$ cat src/rtl/uart_tx.sv
// uart_tx: 8-bit UART transmitter. The frame is 1 start bit, 8 data bits sent LSB first,
// an optional parity bit, and 1 or 2 stop bits.
// The bit period is derived from CLK_FREQ / UART_BPS in the same way as uart_rx.
// uart_txd, busy and done_flag are all registered. Each one is computed from the
// next state, so the line changes on the same edge as the state change.
module uart_tx #(
    parameter int CLK_FREQ  = 50_000_000,
    parameter int UART_BPS  = 115200,
    parameter int PARITY    = 0,
    parameter int STOP_BITS = 1
) (
    input  logic       clk,
    input  logic       rst,
    input  logic [7:0] tx_data,
    input  logic       tx_valid,
    output logic       tx_ready,
    output logic       uart_txd,
    output logic       busy,
    output logic       done_flag
);

    localparam int BAUD_CNT_MAX = CLK_FREQ / UART_BPS;
    localparam int CNT_W        = (BAUD_CNT_MAX > 1) ? $clog2(BAUD_CNT_MAX) : 1;
    localparam logic [CNT_W-1:0] BAUD_LAST = CNT_W'(BAUD_CNT_MAX - 1);
    localparam logic [2:0]       STOP_LAST = 3'(STOP_BITS - 1);

    // Elaboration fails if a parameter combination cannot produce a valid frame.
    if (PARITY < 0 || PARITY > 2) begin : g_bad_parity
        $error("uart_tx: PARITY must be 0 (none), 1 (odd) or 2 (even)");
    end
    if (STOP_BITS < 1 || STOP_BITS > 2) begin : g_bad_stop
        $error("uart_tx: STOP_BITS must be 1 or 2");
    end
    if (BAUD_CNT_MAX < 1) begin : g_bad_baud
        $error("uart_tx: CLK_FREQ / UART_BPS must be at least 1");
    end

    typedef enum logic [2:0] {
        S_IDLE,
        S_START,
        S_DATA,
        S_PARITY,
        S_STOP
    } state_t;

    state_t           state;
    state_t           state_next;
    logic [CNT_W-1:0] baud_cnt;
    logic [2:0]       bit_cnt;
    logic [2:0]       bit_cnt_next;
    logic [7:0]       shift_reg;
    logic [7:0]       shift_next;
    logic             parity_bit;
    logic             parity_next;
    logic             txd_next;
    logic             done_next;
    logic             bit_end;
    logic             accept;

    // The client may only hand over a byte in IDLE. Reset also blocks it, without
    // waiting for a clock edge.
    assign tx_ready = (state == S_IDLE) && !rst;
    assign accept   = tx_valid && tx_ready;
    assign bit_end  = (baud_cnt == BAUD_LAST);

    // State register plus the registered line outputs. All of them clear asynchronously,
    // so the line goes high as soon as rst asserts.
    always_ff @(posedge clk or posedge rst) begin
        if (rst) begin
            state      <= S_IDLE;
            bit_cnt    <= 3'd0;
            shift_reg  <= 8'd0;
            parity_bit <= 1'b0;
            uart_txd   <= 1'b1;
            busy       <= 1'b0;
            done_flag  <= 1'b0;
        end else begin
            state      <= state_next;
            bit_cnt    <= bit_cnt_next;
            shift_reg  <= shift_next;
            parity_bit <= parity_next;
            uart_txd   <= txd_next;
            busy       <= (state_next != S_IDLE);
            done_flag  <= done_next;
        end
    end

    // Baud counter: runs 0..BAUD_CNT_MAX-1 during a frame and is held at 0 in IDLE.
    always_ff @(posedge clk or posedge rst) begin
        if (rst) begin
            baud_cnt <= '0;
        end else if (state == S_IDLE || bit_end) begin
            baud_cnt <= '0;
        end else begin
            baud_cnt <= baud_cnt + CNT_W'(1);
        end
    end

    // Next-state logic. The frame advances only on the last cycle of each bit period.
    always_comb begin
        state_next   = state;
        bit_cnt_next = bit_cnt;
        shift_next   = shift_reg;
        parity_next  = parity_bit;
        done_next    = 1'b0;
        case (state)
            S_IDLE: begin
                if (accept) begin
                    state_next   = S_START;
                    bit_cnt_next = 3'd0;
                    shift_next   = tx_data;
                    parity_next  = (PARITY == 1) ? ~^tx_data : ^tx_data;
                end
            end
            S_START: begin
                if (bit_end) begin
                    state_next   = S_DATA;
                    bit_cnt_next = 3'd0;
                end
            end
            S_DATA: begin
                if (bit_end) begin
                    shift_next = {1'b0, shift_reg[7:1]};
                    if (bit_cnt == 3'd7) begin
                        state_next   = (PARITY != 0) ? S_PARITY : S_STOP;
                        bit_cnt_next = 3'd0;
                    end else begin
                        bit_cnt_next = bit_cnt + 3'd1;
                    end
                end
            end
            S_PARITY: begin
                if (bit_end) begin
                    state_next   = S_STOP;
                    bit_cnt_next = 3'd0;
                end
            end
            S_STOP: begin
                if (bit_end) begin
                    if (bit_cnt == STOP_LAST) begin
                        state_next = S_IDLE;
                        done_next  = 1'b1;
                    end else begin
                        bit_cnt_next = bit_cnt + 3'd1;
                    end
                end
            end
            default: begin
                state_next = S_IDLE;
            end
        endcase
    end

    // Line level for the next cycle, taken from the state and data that will be current then.
    always_comb begin
        txd_next = 1'b1;
        case (state_next)
            S_IDLE:   txd_next = 1'b1;
            S_START:  txd_next = 1'b0;
            S_DATA:   txd_next = shift_next[0];
            S_PARITY: txd_next = parity_next;
            S_STOP:   txd_next = 1'b1;
            default:  txd_next = 1'b1;
        endcase
    end

endmodule

$ cat config.mk
export PLATFORM = sky130hd
export DESIGN_NAME = uart_tx
export DESIGN_NICKNAME = d
export VERILOG_FILES = /design/src/rtl/uart_tx.sv
export SDC_FILE = /design/constraint.sdc
export NUM_CORES = 1
export LEC_CHECK = 0
export ABC_AREA = 1
export ABC_CLOCK_PERIOD_IN_PS = 3250
export BUFFER_PORTS_ARGS = -buffer_cell sky130_fd_sc_hd__buf_2
export CAP_MARGIN = 0
export CORE_MARGIN = 1
export CORE_UTILIZATION = 60
export DETAILED_ROUTE_END_ITERATION = 16
export GPL_TIMING_DRIVEN = 0
export PLACE_DENSITY = 0.86
export SYNTH_ARGS = -nofsm -noshare
export SYNTH_HDL_FRONTEND = slang
export SYNTH_SLANG_ARGS = --single-unit
$ cat constraint.sdc
create_clock -name clk -period 3.25 [get_ports clk]
set_input_delay 0.325 -clock clk [delete_from_list [all_inputs] [get_ports clk]]
set_output_delay 0.325 -clock clk [all_outputs]
set_load 0.01 [all_outputs]
* After elaboration in Yosys (flattened, before gate mapping)
Cells that the tools add are included.
** Word-level totals
- Bits in registers :: 27
- Bits of input ports :: 11
- Output and inout bits :: 4
- Word-level logic and storage cells :: 63
** Operators by class
- Add/sub/neg operators :: 2
- Equality and inequality tests :: 14
- Mux-type cells :: 25
- Reductions and logical operators :: 13
** Operators with widths (count)
- 2-to-1 mux 3 bit :: 13
- 2-to-1 mux 8 bit :: 2
- one-hot mux 8 bit (2 select lines) :: 1
- one-hot mux 3 bit (5 select lines) :: 1
- equality test 3 x 2 -> 1 bit (second input constant) :: 4
- one-hot mux 3 bit (4 select lines) :: 1
- adder 9 x 1 -> 9 bit (second input constant) :: 1
- equality test 9 bit (second input constant) :: 1
- 2-to-1 mux 9 bit :: 1
- != test 2 bit (second input constant) :: 4
- XOR reduction 8 bit :: 1
- equality test 3 x 1 -> 1 bit (second input constant) :: 2
- equality test 3 bit (second input constant) :: 2
- logical NOT 3 bit :: 2
- AND reduction 6 bit :: 1
- 2-to-1 mux 1 bit :: 5
- nonzero test 4 bit :: 1
- adder 3 x 1 -> 3 bit (second input constant) :: 1
- one-hot mux 1 bit (3 select lines) :: 1
- AND reduction 3 bit :: 1
- nonzero test 3 bit :: 1
- logical AND 1 bit :: 2
- != test 2 x 1 -> 1 bit (second input constant) :: 1
- nonzero test 2 bit :: 1
- other kinds (3) :: 3

* Depth between registers and ports, before layout
Gate-level depths: netlist of run 1.
- Word-level depth :: 7
- Depth in mapped cells :: 11
- Mapped depth without buffers :: 11

* Least setup slack after synthesis of run 1
No wires, ideal clock.
- Kind :: reg-to-reg
- From :: register baud_cnt[1]
- To :: register bit_cnt[2]
- Library setup time :: 0.123 ns
- Data arrival time :: 1.234 ns
- Data required time :: 3.127 ns
- Path slack :: 1.893 ns
- Stages on the path, launching flop included :: 10
- Path buffers :: 0
- Cell sequence :: dfrtp_1 > inv_1 > ha_1 > nand2_1 > nor2_2 > nand2_2 > nand2_1 > nand4_2 > nand2_1 > o21ai_1
** On the way
- Longest elaborated chain between the ends :: 3
** RTL lines
- start, declared :: RTL line 48 : logic [CNT_W-1:0] baud_cnt;
- start signal, assigned :: RTL line 95 : baud_cnt <= baud_cnt + CNT_W'(1);
- equality test 9 bit * :: RTL line 64 : assign bit_end = (baud_cnt == BAUD_LAST);
- != test 2 bit (no line) / != test 2 x 1 -> 1 bit (equally long branches)
- AND reduction 6 bit (no line) *
- end signal, assigned :: RTL line 79 : bit_cnt <= bit_cnt_next;
- end, declared :: RTL line 49 : logic [2:0] bit_cnt;
Every way passes the cells marked *; elsewhere a longest branch is shown, timed or not.
A chain may end at the register's enable or synchronous reset.

* Worst setup path in the final report of run 1
- From :: register state[0]
- To :: output port tx_ready
** On the way
- Longest elaborated chain between the ends :: 2
** RTL lines
- start, declared :: RTL line 46 : state_t state;
- start signal, assigned :: RTL line 78 : state <= state_next;
- logical NOT 3 bit :: RTL line 62 : assign tx_ready = (state == S_IDLE) && !rst;
- logical AND 1 bit :: RTL line 62
- end, declared :: RTL line 16 : output logic tx_ready,
Every way passes these cells.

==> flow_summary.toml, run 1 <==
[global_route]
antenna_found_initial = 0
grt_pass1_wl_um = 4981
overflow = 0
grt_pass1_vias = 1191
grt_max_degree = 28
track_usage = 0.2449

[worst_setup_path]
crit_family = "flip-flops"
crit_start = "state[0]"
crit_fanout = 7
ff2ff_path_depth = 11
worstPathArrival_ps = 1360
crit_top_cell = "nor2_4"
cpPeakStageDelay_ps = 500
crit_path_top_delay_cell = "dfrtp_1"
worst_ep_required_time_ps = 2920
end_kind = "output port"
r2r_setup_slack_ps = 1660
r2r-end = "busy"
cp_num_cells = 4
cp-start-kind = "register"
critPathCapture = "tx_ready"
crit_buf_inv = 1
worstReg2RegStart = "baud_cnt[1]"
cp_cell_sequence = "nor2_4, nand2_2, nor2_4, buf_2"
worst-setup-path-type = "register to output port"

[hold_path]
hold_path.class = "input port to asynchronous set/reset pin"

[power_and_ir_drop]
power_leakage_nw = 0.9667
ir_drop_v = 0.0004790
powerDensity_nw_per_um2 = 491.2

[finish]
n_fill_cell = 232
final_common_cell = "nand2_1"
utilization = 0.6972
syn_to_final_growth_pct = 8.574
nets = 257
n_antenna_cell = 0
largest_reg_flops = 9
layout_common_cells = "nand2_1 (72), inv_1 (35), dfrtp_1 (26), nand3_1 (18), nor2_1 (16)"
drive_above_1_share = 0.1458

[logic_synthesis]
synth_area_leaders = "dfrtp_1 (41%), nand2_1 (17%), inv_1 (8.2%)"
ys_warn_count = 0
synth_compound_area_frac = 0.07171
synth_cells = 222
synthMuxAreaShare = 0
yosysSeqAreaShare = 0.4217
syn_nets = 238
synth_top_family_by_area = "simple AND/OR/NAND/NOR gates"
synth_area_um2 = 1605
synth_cell_types = 26
synth_fa_ha_area_frac = 0.03897
synth.largest_area_cell = "dfrtp_1"
synth_top_area_frac = 0.4053
avgSynthCellArea_um2 = 7.231
ys_ff_latch = 27
synth-simple-area-share = 0.3733
synth_xor_area_frac = 0

[clock_network]
numClockSinks = 27
root_buffer = "clkbuf_4"
cts_resized = 0
cts_tree = "yes"
ctsHoldBuffers = 0
numCtsBuffers = 3
clock_path_buffers = 2
htree_levels = 1
postCtsSetupBuffers = 0
clkTransAtPathRegs_ps = 160
clk-insertion-delay-late_ps = 350

[drt]
drt-vias-per-instance = 5.111
drc = 0
ant_nets = 0
wirelength_um = 2981
dr_total_vias = 1380
wire_per_inst_um = 11.04
drt_iter0_drc = 35
drtPass1Iterations = 4

[timing]
fin_crit_ps = 1681
fin_setup_tns_ps = 0
finClkSkew_ps = 8.932
finalSetupViolations = 0
slew_violations = 0
timing.fmax_mhz = 594.9
rsz0062_at_grt = "false"
fin_crit_sh = 0.5172
tightest_slew_ps = 1009
hold_viol = 0
relSlewSlack = 0.3264

[placement]
port-buffer-count = 14
gp_congestion = 0.8732
dp_hpwl_um = 2237

[floorplanning]
num_io_pins = 15
fp-row-count = 18
die_w_um = 53.73
die-height_um = 53.73
dieArea_um2 = 2886
core_um2 = 2500
initial_core_util = 0.6421

[flow_run]
maxCapViolations = 0

[status]
outcome = "finished, final reports clean"
layout make-up:
class	instances	area (um^2)	share of cell area
inverter	39	146.4	0.08399
clock inverter	1	7.507	0.004307
multi-input combinational	155	777.0	0.4458
buffer	1	5.005	0.002872
timing repair buffer	14	70.07	0.04020
tap	30	37.54	0.02154
clock buffer	3	22.52	0.01292
sequential	27	676.9	0.3884
synthesized netlist by cell type (all sizes together):
| cell | n |
|---|---|
| dfstp | 1 |
| or2 | 1 |
| ha | 5 |
| a21oi | 5 |
| dfrtp | 26 |
| o221ai | 6 |
| nand4 | 3 |
| o21ai | 6 |
| nor3 | 8 |
| nor2 | 21 |
| buf | 1 |
| inv | 39 |
| and2 | 1 |
| nand2 | 76 |
| nor3b | 1 |
| o21bai | 1 |
| nand3 | 19 |
| and3 | 2 |
power breakdown:
part / internal (W) / total, W / leakage, nW / switching [W]
registers: 0.000420 / 0.000471 / 0.343 / 0.0000507
clock network: 0.0000474 / 0.000156 / 0.0139 / 0.000109
logic: 0.0000972 / 0.000229 / 0.610 / 0.000132
total: 0.000565 / 0.000856 / 0.967 / 0.000292
stage by stage:
stage               power [W]  instance area [um^2]  worst slack, ps  hold WS [ps]  cells
floorplan           0.0006456                  1605             1893         377.0    222
global placement    0.0006960                  1713             1721         475.3    266
detailed placement  0.0007071                  1713             1711         486.7    266
CTS                 0.0008596                  1743             1575         262.4    270
global route        0.0009238                  1743             1457         291.3    270
finish              0.0008562                  1743             1569         217.6    270
how the worst min path moves through the flow:
| stage | startpoint | to | slack, ps | cells after the start |
|---|---|---|---|---|
| after floorplan | rst | baud_cnt[0] | 380 | 1 |
| after global placement | shift_reg[5] | shift_reg[4] | 480 | 2 |
| after detailed placement | baud_cnt[0] | baud_cnt[0] | 490 | 1 |
| after CTS | rst | baud_cnt[3] | 260 | 2 |
| after global routing | tx_data[7] | shift_reg[7] | 290 | 3 |
| final | rst | parity_bit | 220 | 2 |
layer usage:
layer  part of all wire  global-route usage  vias up
li1                   -                   -      738
met1               0.51              0.3236      615
met2               0.45              0.3992       23
met3              0.032             0.05932        4
met4              0.013             0.06579        0
met5                  0                   0        -
cells by family (layout without fill, tap and decap cells):
| group | Yosys count | in the layout |
|---|---|---|
| buffers and inverters | 40 | 58 |
| AND/OR/NAND/NOR | 132 | 132 |
| flip-flops | 27 | 27 |
| adder cells (fa/ha/maj) | 5 | 5 |
| AO/OA/AOI/OAI | 18 | 18 |
No activity file was read; power rests on OpenSTA's default activity.
==> run 2, diff against run 1 <==
--- a/config.mk
+++ b/config.mk
@@ -6,14 +6,14 @@
 export NUM_CORES = 1
 export LEC_CHECK = 0
 export ABC_AREA = 1
-export ABC_CLOCK_PERIOD_IN_PS = 3250
+export ABC_CLOCK_PERIOD_IN_PS = 1350
 export BUFFER_PORTS_ARGS = -buffer_cell sky130_fd_sc_hd__buf_2
 export CAP_MARGIN = 0
 export CORE_MARGIN = 1
-export CORE_UTILIZATION = 60
+export CORE_UTILIZATION = 52
 export DETAILED_ROUTE_END_ITERATION = 16
 export GPL_TIMING_DRIVEN = 0
-export PLACE_DENSITY = 0.86
+export PLACE_DENSITY = 0.8
 export SYNTH_ARGS = -nofsm -noshare
 export SYNTH_HDL_FRONTEND = slang
 export SYNTH_SLANG_ARGS = --single-unit
==> constraint.sdc (replaced) <==
create_clock -name clk -period 1.35 [get_ports clk]
set_input_delay 0.135 -clock clk [delete_from_list [all_inputs] [get_ports clk]]
set_output_delay 0.135 -clock clk [all_outputs]
set_load 0.01 [all_outputs]
==> run 2 against run 1 <==
The run now ends with DRC, setup timing left; final area up 25%; clock power up 130%; register-to-register slack worse by 1900 ps; critical path depth up 4; cell count up 7.0%; total power rose to 2.8 times the previous value; via count up 17%; routed wire length up 40%; core utilization up 7.1 points; hold slack worse by 170 ps; critical endpoint is now uart_txd; highest routed layer unchanged.
==> flow_summary.toml, run 2 (same netlist as run 1, synthesis figures left out) <==
[clock_network]
numCtsBuffers = 3
clk-insertion-delay-late_ps = 330
numClockSinks = 27
root_buffer = "clkbuf_4"
clock_path_buffers = 2
cts_tree = "yes"
htree_levels = 1
clkTransAtPathRegs_ps = 150
ctsHoldBuffers = 0

[worst_setup_path]
r2r-end = "uart_txd"
cp_cell_sequence = "nand2_1, nor2_4, buf_4, nand3_4, nand3_1, nand3_1, nand2_1, nand3_1"
worstReg2RegStart = "baud_cnt[4]"
cpPeakStageDelay_ps = 480
crit_family = "simple AND/OR/NAND/NOR gates"
worstPathArrival_ps = 1870
crit_top_cell = "nand3_1"
ff2ff_path_depth = 8
crit_fanout = 5
crit_start = "baud_cnt[4]"
critPathCapture = "uart_txd"
r2r_setup_slack_ps = -250
end_kind = "register"
cp-start-kind = "register"
worst-setup-path-type = "register to register"
cp_num_cells = 8
crit_buf_inv = 1
worst_ep_required_time_ps = 1620
crit_path_top_delay_cell = "dfrtp_1"

[finish]
finalNonFillerCells = 289
finalInstanceArea_um2 = 2173
n_fill_cell = 176
drive_above_1_share = 0.3450
n_antenna_cell = 0
nets = 275
final_common_cell = "nand2_1"
multi_input_area_um2 = 1060
largest_reg_flops = 9
layout_common_cells = "nand2_1 (63), inv_1 (31), dfrtp_1 (22), nor2_1 (15)"
seq_area_um2 = 681.9
syn_to_final_growth_pct = 35.39

[status]
outcome = "finished with violations"
violations = "DRC, setup timing"

[floorplanning]
die_w_um = 57.56
fp-row-count = 19
dieArea_um2 = 3313
num_io_pins = 15
core_um2 = 2829
die-height_um = 57.56
initial_core_util = 0.5674

[timing]
finalSetupViolations = 21
fin_setup_tns_ps = -1625
tightest_slew_ps = 1001
whs_ps = 46.76
timing.fmax_mhz = 625.9
slew_violations = 0
relSlewSlack = 0.3319
rsz0062_at_grt = "true"
fin_crit_sh = 1.184
fin_crit_ps = 1598
finClkSkew_ps = 7.788
hold_viol = 0
setup_slack_ps = -247.7

[placement]
port-buffer-count = 14
dp_hpwl_um = 2231
dpl_cell_area_um2 = 1714
placed_cells = 267
gp_congestion = 0.8240

[power_and_ir_drop]
powerDensity_nw_per_um2 = 1104
ir_drop_v = 0.0008711
swShare = 0.3707
power.switching_w = 0.0008894
p_clk_frac = 0.149
comb_power_share = 0.358
power_frac_seq = 0.493
power_leakage_nw = 1.127
p_int_w = 0.001510

[drt]
drtPass1Iterations = 10
drt-vias-per-instance = 5.567
drc = 1
wirelength_um = 4184
drt_iter0_drc = 108
ant_nets = 0
dr_total_vias = 1609
wire_per_inst_um = 14.48

[global_route]
grt_max_degree = 28
antenna_found_initial = 0
track_usage = 0.2115
grt_pass1_wl_um = 5485
grt_pass1_vias = 1336
overflow = 0

[flow_run]
maxCapViolations = 0

[hold_path]
hold_path.class = "input port to asynchronous set/reset pin"
## run 2: cell types whose count changed in the layout (fill, tap and decap cells not counted), sizes merged
| cell | before | now |
|---|---|---|
| clkinvlp | 1 | 0 |
| nand3 | 19 | 20 |
| clkbuf | 3 | 4 |
| nand2 | 76 | 77 |
| buf | 15 | 31 |
## run 2: area by class of cell
type                    count  area share
inverters                  39     0.06966
repair buffers             30     0.09384
plain buffers               1    0.005181
multi-input cells         157      0.4876
well taps                  31     0.01785
clock buffers               4     0.01209
flip-flops and latches     27      0.3138
## run 2: metrics by stage
step                utilization  total power, W  setup WS [ps]
floorplan                     -        0.001554         -7.346
global placement         0.6059        0.001673         -133.8
detailed placement       0.6059        0.001696         -178.3
CTS                      0.6528        0.002101         -104.8
global route             0.7682        0.002543         -278.2
finish                   0.7682        0.002399         -247.7
## run 2: how the worst min path moves through the flow
stage,from,to,slack [ps],cells past startpoint
detailed placement,rst,baud_cnt[6],450,2
global placement,rst,baud_cnt[6],440,2
finish,rst,baud_cnt[6],50,2
global route,rst,shift_reg[4],150,2
floorplan,rst,baud_cnt[0],190,1
CTS,rst,baud_cnt[6],80,2
## run 2: what timing repair did
action	in CTS	in global routing
gates cloned	0	2
buffers inserted	6	10
endpoints found under the setup margin	27	28
pin swaps	4	18
resized for setup	18	51
hold endpoints to repair	0	0
## run 2: worst reg2reg max path, cell delays in order, from the launching register on
cell,delay (ps)
dfrtp_1,480
nand2_1,160
nor2_4,170
buf_4,180
nand3_4,140
nand3_1,110
nand3_1,110
nand2_1,110
nand3_1,80
## run 2: power groups by stage
stage               Clock, W  Sequential (W)  Combinational, W
finish              0.000357         0.00118          0.000859
global placement           0         0.00114          0.000531
detailed placement         0         0.00115          0.000547
global route        0.000388         0.00120          0.000951
CTS                 0.000352         0.00112          0.000629
floorplan                  0         0.00113          0.000428
## run 2: layer usage
layer  up-vias  routed length (um)  GRT usage
li1        781                   -          -
met1       767                1717     0.2855
met2        44                2052     0.3555
met3        17                 222    0.04082
met4         0                 191    0.04181
met5         -                   0          0
